File: src/rtl/rom_read_arbiter.sv
// Shares one 1-cycle registered ROM among NUM_REQ requesters with a round-robin grant and one-hot tagged responses.
// Define ROM_ARB_FIXED_PRIO_EN for fixed lowest-index-wins priority instead of round-robin.
module rom_read_arbiter #(
  parameter int ADDR_WIDTH = 9,
  parameter int DATA_WIDTH = 8,
  parameter int NUM_REQ    = 4
) (
  input  logic                          clk,
  input  logic                          rst_n,
  input  logic [NUM_REQ-1:0]            req_valid,
  input  logic [NUM_REQ*ADDR_WIDTH-1:0] req_addr,
  output logic [NUM_REQ-1:0]            req_ready,
  output logic [NUM_REQ-1:0]            rsp_valid,
  output logic [DATA_WIDTH-1:0]         rsp_data,
  output logic [ADDR_WIDTH-1:0]         rom_raddr,
  input  logic [DATA_WIDTH-1:0]         rom_q
);

  localparam int PTR_W = $clog2(NUM_REQ);

  logic [NUM_REQ-1:0]    grant;
  logic [PTR_W-1:0]      idx;
  logic [PTR_W-1:0]      win_id;
  logic [ADDR_WIDTH-1:0] win_addr;
  logic                  found;
  logic                  vld_p1, vld_p2;
  logic [PTR_W-1:0]      id_p1, id_p2;
`ifndef ROM_ARB_FIXED_PRIO_EN
  logic [PTR_W-1:0]      rr_ptr;
  logic [PTR_W-1:0]      nxt_ptr;
`endif

  // Stage p0: pick the first valid requester, searching upward from the priority pointer.
  always_comb begin
    grant    = '0;
    idx      = '0;
    win_id   = '0;
    win_addr = '0;
    found    = 1'b0;
`ifndef ROM_ARB_FIXED_PRIO_EN
    nxt_ptr  = '0;
`endif
    for (int k = 0; k < NUM_REQ; k++) begin
`ifdef ROM_ARB_FIXED_PRIO_EN
      idx = PTR_W'(k);
`else
      idx = PTR_W'((int'(rr_ptr) + k) % NUM_REQ);
`endif
      if (!found && req_valid[idx]) begin
        found       = 1'b1;
        grant[idx]  = 1'b1;
        win_id      = idx;
        win_addr    = req_addr[idx*ADDR_WIDTH +: ADDR_WIDTH];
`ifndef ROM_ARB_FIXED_PRIO_EN
        nxt_ptr     = PTR_W'((int'(idx) + 1) % NUM_REQ);
`endif
      end
    end
  end

  assign req_ready = rst_n ? grant : '0;

  // Stage p1: accepted address goes to the ROM; stage p2 tracks the ROM's own output register.
  always_ff @(posedge clk or negedge rst_n) begin
    if (!rst_n) begin
      rom_raddr <= '0;
      vld_p1    <= 1'b0;
      id_p1     <= '0;
      vld_p2    <= 1'b0;
      id_p2     <= '0;
`ifndef ROM_ARB_FIXED_PRIO_EN
      rr_ptr    <= '0;
`endif
    end else begin
      vld_p1 <= found;
      if (found) begin
        rom_raddr <= win_addr;
        id_p1     <= win_id;
`ifndef ROM_ARB_FIXED_PRIO_EN
        rr_ptr    <= nxt_ptr;
`endif
      end
      vld_p2 <= vld_p1;
      id_p2  <= id_p1;
    end
  end

  // Stage p2 output: rom_q is already registered, so only the tag is decoded here.
  always_comb begin
    rsp_valid = '0;
    if (vld_p2) rsp_valid[id_p2] = 1'b1;
  end

  assign rsp_data = rom_q;

endmodule
File: config.mk
export PLATFORM = sky130hd
export DESIGN_NAME = rom_read_arbiter
export DESIGN_NICKNAME = d
export VERILOG_FILES = /design/src/rtl/rom_read_arbiter.sv
export SDC_FILE = /design/constraint.sdc
export NUM_CORES = 1
export LEC_CHECK = 0
export BUFFER_PORTS_ARGS = -buffer_cell sky130_fd_sc_hd__buf_4
export CAP_MARGIN = 20
export CORE_UTILIZATION = 35
export DETAILED_ROUTE_END_ITERATION = 16
export PLACE_DENSITY = 0.63
export RECOVER_POWER = 25
export SLEW_MARGIN = 15
export SYNTH_ARGS = -nofsm -noshare
export SYNTH_HDL_FRONTEND = slang
export SYNTH_SLANG_ARGS = --single-unit
export TNS_END_PERCENT = 20
File: constraint.sdc
create_clock -name clk -period 6.8 [get_ports clk]
set_clock_uncertainty 0.15 [all_clocks]
set_input_delay 1.02 -clock clk [delete_from_list [all_inputs] [get_ports clk]]
set_output_delay 1.02 -clock clk [all_outputs]
set_load 0.03 [all_outputs]
; Word-level counts from Yosys, hierarchy flattened
; Index checks and enable logic that the tools add are counted.
[op_classes]
multipliers = 4
n_bitwise = 3
mux = 40
magnitude_cmp = 10
reduce_logical = 11
shift = 4
add_sub_neg = 6
[op_table]
columns = operator, count
row1 = $shiftx 36x7->9, 4
row2 = $mux 9, 4
row3 = $mul 2x4->6 const B, 4
row4 = $mux 4, 6
row5 = $mux 2, 8
row6 = $lt 2x3->1 const B, 5
row7 = $mux 1, 13
row8 = $or 4x4->4, 3
row9 = $demux 1 s2, 5
row10 = $ge 2x1->1 const B, 5
row11 = $add 2x1->2 const B, 4
row12 = $bmux 1 s2, 4
row13 = $logic_and 1x1->1, 8
row14 = $add 2x2->2 const B, 2
row15 = $logic_not 1->1, 3
[totals]
wordCells = 84
input_bits = 50
reg_bits = 17
out_inout_bits = 25

; Depth between registers and ports, before layout
; Gate-level depths: netlist (run 1).
[depth]
word_depth = 13
depth_mapped = 12
mapped_depth_nobuf = 6

; Worst setup path after synthesis (run 1)
; OpenSTA, ideal clock, no wires.
[synth_path]
path_kind = reg2out
from = register rr_ptr[0]
to = output req_ready[0]
path_slack_ns = 2.613
arrival_time_ns = 3.017
n_path_buf = 5
required_time_ns = 5.630
stages_incl_launch_ff = 11
path_cell_list = dfrtp_1 > buf_6 > buf_4 > buf_4 > buf_4 > inv_1 > ha_1 > mux4_2 > buf_2 > o31a_1 > a41oi_1
[synth_between]
elab_chain_len = 13
[synth_lines]
columns = item, line
row1 = from (decl), 29  ; logic [PTR_W-1:0] rr_ptr;
row2 = from (signal assigned), 80  ; rr_ptr <= nxt_ptr;
row3 = "parallel branches: the longest is 11 deep, another holds $lt 2x3->1", --
row4 = $mux 4 *, 49  ; if (!found && req_valid[idx]) begin
row5 = $mux 4 *, 61  ; assign req_ready = rst_n ? grant : '0;
row6 = to (decl), 12  ; output logic [NUM_REQ-1:0] req_ready,
; Mark *: on every way between the ends. The select of a mux whose other input is x is not followed.

; Worst setup path after layout (run 1)
[layout_path]
from = register rr_ptr[1]
to = output req_ready[0]
; Same word-level chain as after synthesis.

==> results of run 1 <==
## worst max-delay path, cell delays in order (launching register included)
cell     delay (ns)
dfrtp_1        0.35
inv_1          0.13
ha_1           0.75
buf_4          0.36
or3b_2         0.48
a21oi_1        0.28
o21ai_0        0.14
a41oi_1        0.17
buf_4          0.19
## power groups by stage
stage	combinational, mW	clock, mW	sequential [mW]
final	1.30	0.0801	0.180
after global routing	1.40	0.0872	0.186
after CTS	1.30	0.0827	0.181
after detailed placement	1.30	0	0.183
after global placement	1.27	0	0.182
after floorplan	1.03	0	0.234
## final cells by class
type | instances | area, µm² | share of cell area (%)
Timing Repair Buffer | 62 | 461.7 | 15.26
Multi-Input combinational cell | 191 | 1948 | 64.39
Clock buffer | 3 | 41.29 | 1.365
Sequential cell | 17 | 426.7 | 14.10
Tap cell | 99 | 123.9 | 4.094
Inverter | 5 | 18.77 | 0.6203
Clock inverter | 1 | 5.005 | 0.1654
## cells by family after synthesis
family / synth area share (%)
and+or+nand+nor: 17.83
AOI/OAI and AO/OA: 16.87
muxes: 37.06
buffers and inverters: 9.204
DFF: 16.30
adders and majority gates: 2.397
xor gates and xnor gates: 0.3356
## layout by cell type (no fill, tap or decap), drive strengths merged, types with 4 or more instances in the layout
master and instances:
nand3 8, buf 61, nand2b 14, a41oi 4
mux2 4, clkbuf 4, o21ai 7, inv 5
nor2 8, ha 5, mux2i 4, nand4 4
o31a 4, or3b 11, dfrtp 17, a21oi 21
nand2 16, mux4 39, a31oi 4, o22ai 16
## worst max path at each step
stage | startpoint | end | slack [ns] | depth (start not counted)
final | rr_ptr[1]$_DFFE_PN0P_ | req_ready[0] | 2.52 | 8
after global routing | rr_ptr[1]$_DFFE_PN0P_ | req_ready[2] | 2.29 | 8
after CTS | rr_ptr[1]$_DFFE_PN0P_ | req_ready[2] | 2.50 | 8
after detailed placement | rr_ptr[1]$_DFFE_PN0P_ | req_ready[2] | 2.80 | 8
after global placement | req_valid[3] | req_ready[3] | 2.86 | 6
after floorplan | rr_ptr[0]$_DFFE_PN0P_ | req_ready[0] | 2.61 | 10
## registers in the layout, summed over array words and instances, names as in the netlist
| signal | count |
|---|---|
| id_p1 | 2 |
| rr_ptr | 2 |
| vld_p2 | 1 |
| id_p2 | 2 |
| rom_raddr | 9 |
| vld_p1 | 1 |
## per-stage QoR
step                hold slack [ns]  setup WS (ns)  power (mW)  cell area [µm²]  util, %
detailed placement           0.1878          2.805       1.479             2979    41.29
floorplan                    0.1812          2.613       1.262             2610        -
global placement             0.1823          2.863       1.455             2979    41.29
global route                 0.2181          2.293       1.676             3025    41.94
CTS                          0.2052          2.498       1.563             3025    41.94
finish                       0.2035          2.519       1.559             3025    41.94
## routing by layer
layer | part of all wire, % | global-route usage, % | vias to the layer above
li1 | - | - | 1041
met1 | 43 | 23.57 | 1158
met2 | 51 | 27.76 | 85
met3 | 4.8 | 1.399 | 14
met4 | 1.7 | 5.425 | 0
met5 | 0 | 0 | -
==> flow_summary_export.csv, run 1 <==
group,metric,value,unit
run_status,status,"finished, final reports clean",
logic_synthesis,synth_commonest_cells,"mux4_2 (39), dfrtp_1 (17), o22ai_1 (16)",
drt,drtIter0Drc,130,
clocking,ctsHoldBuffers,0,
worst_setup_path,start_kind,"flop",
placed_design,place_congestion,0.8479,
logic_synthesis,synth_top_area_share,33.65,%
worst_setup_path,cp.required,5.63,ns
sta,final_hold_viol_count,0,
logic_synthesis,ys_ff_latch,17,
finish,drive_gt1_share,47.67,%
clocking,clkSinkCount,17,
power_and_ir_drop,switching_share,49.10,%
logic_synthesis,yosysMostFrequentCell,"mux4_2",
logic_synthesis,async_flop_share,100.0,%
finish,syn_to_final_growth,15.92,%
hold_path,holdCritPathClass,"reg2reg",
finish,final_cells,378,
floorplan,die_area,0.007807,mm²
power_and_ir_drop,power.density,515.2,mW/mm²
sta,max_freq,233.6,MHz
worst_setup_path,arrival,3.11,ns
floorplan,die_x,88.36,µm
worst_setup_path,r2r_end,"rr_ptr[1]$_DFFE_PN0P_",
worst_setup_path,rr_startpoint,"rr_ptr[0]$_DFFE_PN0P_",
clocking,clockBufferDepth,2,
floorplan,boundaryPins,75,
drt,ant_nets,0,
logic_synthesis,syn-num-nets,303,
sta,maxSlewViolCount,0,
floorplan,start_util,36.18,%
clocking,worstSkewPairLatency,0.26,ns
sta,tns,0,ns
power_and_ir_drop,pwr-share-clk,5.1,%
hold_path,min_to,"vld_p2$_DFF_PN0_",
clocking,clockRootBuffer,"clkbuf_8",
clocking,cts_tree,"done",
grt,grt_remaining_overflow,0,
drt,dr_total_vias,2298,
power_and_ir_drop,p_leak,1.120,nW
sta,slew_headroom,26.44,%
floorplan,core,0.007214,mm²
worst_setup_path,reg2regPathDepth,5,
grt,grt_pass1_vias,2091,
sta,rsz0062_at_grt,"false",
logic_synthesis,yosys.cell_types.count,46,
worst_setup_path,critPathKind,"reg2out",
clocking,post_cts_buffers,0,
clocking,cts.repair.resized,0,
placed_design,dp_hpwl,4521,µm
power_and_ir_drop,internal_power,0.7933,mW
grt,grtUsageTotal,16.86,%
hold_path,hp-start,"vld_p1$_DFF_PN0_",
logic_synthesis,ys_seq_area_share,16.30,%
floorplan,fp.dieH,88.36,µm
sta,post-route-min-period,4.281,ns
hold_path,hold_path_depth,0,
clocking,numCtsBuffers,3,
finish,antennaDiodeCount,0,
worst_setup_path,reg2reg_setup_slack,3.55,ns
drt,vias_per_cell,6.079,
drt,firstDrtPassIters,4,
power_and_ir_drop,p_comb_share,83.3,%
finish,layout.filler_cells,719,
placed_design,portBuffers,58,
run,maxCapViolCount,0,
logic_synthesis,synth_cells,248,
power_and_ir_drop,peakVddDrop,0.2187,mV
logic_synthesis,syn_area,0.002610,mm²
logic_synthesis,ys.flop_type,"dfrtp_1",
logic_synthesis,syn_area_per_cell,10.52,µm²
logic_synthesis,synth.largest_area_cell,"mux4_2",
logic_synthesis,synthTopCellsByArea,"mux4_2 (34%), dfrtp_1 (16%), buf_4 (4.0%)",
logic_synthesis,synth_edf_count,0,
drt,wl,6483,µm
grt,grt_pass1_wl,10330,µm
worst_setup_path,cp_max_fo,16,
clocking,htree_levels,1,
clocking,clk_pin_slew,0.07,ns
grt,antenna_found_initial,0,
logic_synthesis,yosysWarnings,0,
floorplan,fp-row-count,31,
drt,drcViolationCount,0,
power_and_ir_drop,switchingPower,0.7654,mW
sta,timing.final.crit_share,62.95,%
power_and_ir_drop,power_frac_seq,11.6,%
sta,setup_viol,0,
grt,grt_start_max_net_pins,56,
drt,wl_per_cell,17.15,µm
worst_setup_path,end_kind,"output port",
sta,tightest_slew,1.103,ns
finish,fin_nets,335,
placed_design,dp.cells,374,
Note: power is estimated with default switching activity, not from simulation.
==> run 2: changes to the inputs <==
Settings changed: ABC_AREA from default to 1, PLACE_DENSITY 0.63 to 0.64.
Clock period 6.8 ns to 4.1 ns, I/O delays scaled along.
==> run 2 against run 1 <==
Sequential power increased by 74%. Die area down 14%. Clock power grew 54%. Setup slack lost 2.1 ns. Critical path depth up 4. Sequential share of layout area grew 2.0 points. Final cell count is 26% higher. First-iteration DRC count increased by 6.2%. Critical path type unchanged.
==> flow_summary_export.csv, run 2 <==
group,metric,value,unit
clocking,clockRootBuffer,"clkbuf_8",
power_and_ir_drop,power.density,942.9,mW/mm²
logic_synthesis,ys_seq_area_share,18.96,%
finish,mostFrequentLayoutCells,"nand2_1 (115), buf_4 (60), o21ai_0 (56)",
logic_synthesis,syn_area_per_cell,6.130,µm²
logic_synthesis,ys_ff_latch,17,
worst_setup_path,rr_startpoint,"rr_ptr[1]$_DFFE_PN0P_",
clocking,cts_tree,"done",
worst_setup_path,reg2regPathDepth,11,
floorplan,start_util,37.01,%
clocking,clk_pin_slew,0.07,ns
logic_synthesis,async_flop_share,100.0,%
logic_synthesis,syn_area,0.002243,mm²
sta,post-route-min-period,3.686,ns
power_and_ir_drop,peakVddDrop,0.4575,mV
run,maxCapViolCount,0,
worst_setup_path,critical_path.top_delay_family,"buffers and inverters",
finish,drive_gt1_share,23.19,%
logic_synthesis,synthTopCellsByArea,"nand2_1 (19%), dfrtp_1 (19%), o21ai_0 (12%)",
placed_design,portBuffers,58,
hold_path,hp-start,"vld_p1$_DFF_PN0_",
worst_setup_path,critPathBufInv,5,
drt,dr_total_vias,2322,
placed_design,dp_hpwl,4417,µm
clocking,worstSkewPairLatency,0.25,ns
finish,regMostFlops,"rom_raddr",
clocking,htree_levels,1,
worst_setup_path,cp.required,3.34,ns
logic_synthesis,syn-num-nets,421,
run_status,status,"finished, final reports clean",
sta,final_hold_viol_count,0,
logic_synthesis,synth.largest_area_cell,"nand2_1",
worst_setup_path,crit_cells,12,
grt,grt_pass1_vias,2050,
logic_synthesis,yosysMostFrequentCell,"nand2_1",
logic_synthesis,synth_cells,366,
worst_setup_path,start_kind,"flop",
floorplan,boundaryPins,75,
clocking,numCtsBuffers,3,
drt,drtIter0Drc,138,
drt,firstDrtPassIters,4,
worst_setup_path,slowest_stage,"ha_1",
worst_setup_path,critPathKind,"reg2out",
grt,grt_start_max_net_pins,64,
clocking,post_cts_buffers,0,
floorplan,core,0.006061,mm²
sta,maxSlewViolCount,0,
worst_setup_path,r2r_end,"rom_raddr[3]$_DFFE_PN0P_",
grt,grtUsageTotal,17.92,%
logic_synthesis,yosysWarnings,0,
hold_path,holdCritPathClass,"reg2reg",
worst_setup_path,path_cells,"buf_4, inv_2, ha_1, inv_2, nand3_1, nand2_1, nor2_4, a21oi_1, nand3_1, nand2_1, inv_1, buf_4",
clocking,clockBufferDepth,2,
logic_synthesis,yosys.cell_types.count,27,
drt,vias_per_cell,4.878,
finish,fin_nets,457,
grt,antenna_found_initial,0,
sta,tns,0,ns
grt,grt_pass1_wl,9453,µm
sta,slew_headroom,29.36,%
floorplan,die_area,0.006734,mm²
floorplan,die_x,82.06,µm
logic_synthesis,synth_edf_count,0,
finish,final_common_cell,"nand2_1",
logic_synthesis,synth_commonest_cells,"nand2_1 (115), o21ai_0 (56), inv_1 (33)",
floorplan,fp.dieH,82.06,µm
floorplan,fp-row-count,28,
logic_synthesis,ys.flop_type,"dfrtp_1",
sta,setup_viol,0,
clocking,ctsHoldBuffers,0,
logic_synthesis,synth_top_area_share,19.24,%
sta,tightest_slew,1.060,ns
drt,wl_per_cell,12.11,µm
worst_setup_path,reg2reg_setup_slack,1.23,ns
worst_setup_path,end_kind,"output port",
clocking,clkSinkCount,17,
sta,max_freq,271.3,MHz
worst_setup_path,cp_max_fo,21,
clocking,cts.repair.resized,0,
drt,ant_nets,0,
grt,grt_remaining_overflow,0,
hold_path,hold_path_depth,0,
sta,timing.final.crit_share,89.91,%
sta,hold_ws,0.1953,ns
power_and_ir_drop,finalPower,2.488,mW
worst_setup_path,arrival,2.92,ns
drt,wl,5763,µm
finish,antennaDiodeCount,0,
placed_design,place_congestion,0.8144,
power_and_ir_drop,p_leak,1.362,nW
finish,largest_register_ffs,9,
hold_path,min_to,"vld_p2$_DFF_PN0_",
drt,drcViolationCount,0,
sta,rsz0062_at_grt,"false",
finish,syn_to_final_growth,17.62,%
worst_setup_path,slowest_delay,0.53,ns
[run 2: changes by cell type after synthesis, moves of 6 or more]
cell      delta
o21ai_1      +9
inv_1       +28
o21ai_0     +49
o22ai_1     -16
nor2_2      +10
a21oi_2      -8
or3b_1       -8
a21oi_1      -7
mux4_2      -39
mux2i_1     +15
nand3_2      -6
nand2_1    +100
nand2b_1    -14
nand3_1     +25
[run 2: cell families after synthesis]
kind of cell / after synthesis / synth area share [%]
simple gates: 182 / 36.87
compound gates: 74 / 17.23
buf+inv: 69 / 15.73
mux: 18 / 8.031
flops: 17 / 18.96
fa+ha+maj: 5 / 2.789
xor+xnor: 1 / 0.3905
[run 2: area by class of cell]
type	instances	area, µm²
fillers	631	3422
multi-input cells	280	1465
repair buffers	61	454.2
flip-flops and latches	17	425.4
inverters	39	151.4
well taps	75	93.84
clock buffers	3	41.29
clock inverters	1	7.507
[run 2: how the worst max path moves through the flow]
| stage | start | endpoint |
|---|---|---|
| 6_report | rr_ptr[1]$_DFFE_PN0P_ | req_ready[2] |
| 3_3_place_gp | rr_ptr[1]$_DFFE_PN0P_ | req_ready[2] |
| 3_5_place_dp | rr_ptr[1]$_DFFE_PN0P_ | req_ready[0] |
| 5_1_grt | rr_ptr[1]$_DFFE_PN0P_ | req_ready[1] |
| 2_1_floorplan | rr_ptr[1]$_DFFE_PN0P_ | req_ready[2] |
| 4_1_cts | rr_ptr[1]$_DFFE_PN0P_ | req_ready[0] |
[run 2: per-stage QoR]
step | instance area, µm² | setup slack (ns) | std cells | util (%)
global route | 2639 | 0.1643 | 476 | 43.54
detailed placement | 2594 | 0.7378 | 472 | 42.80
global placement | 2594 | 0.8434 | 472 | 42.80
CTS | 2643 | 0.4592 | 476 | 43.60
floorplan | 2243 | 1.346 | 366 | -
finish | 2639 | 0.4138 | 476 | 43.54
[run 2: power breakdown]
| group | switching, mW | internal, mW |
|---|---|---|
| clock network | 0.0547 | 0.0682 |
| registers | 0.0490 | 0.265 |
| logic | 1.38 | 0.674 |
| total | 1.48 | 1.01 |
[run 2: routing by layer]
layer | vias to the layer above | share of wire [%] | wire [µm] | global-route usage [%]
li1 | 1237 | - | - | -
met3 | 4 | 6.2 | 360 | 1.333
met1 | 1016 | 50 | 2896 | 26.41
met5 | - | 0 | 0 | 0
met4 | 0 | 0.45 | 26 | 4.737
met2 | 65 | 43 | 2480 | 27.69
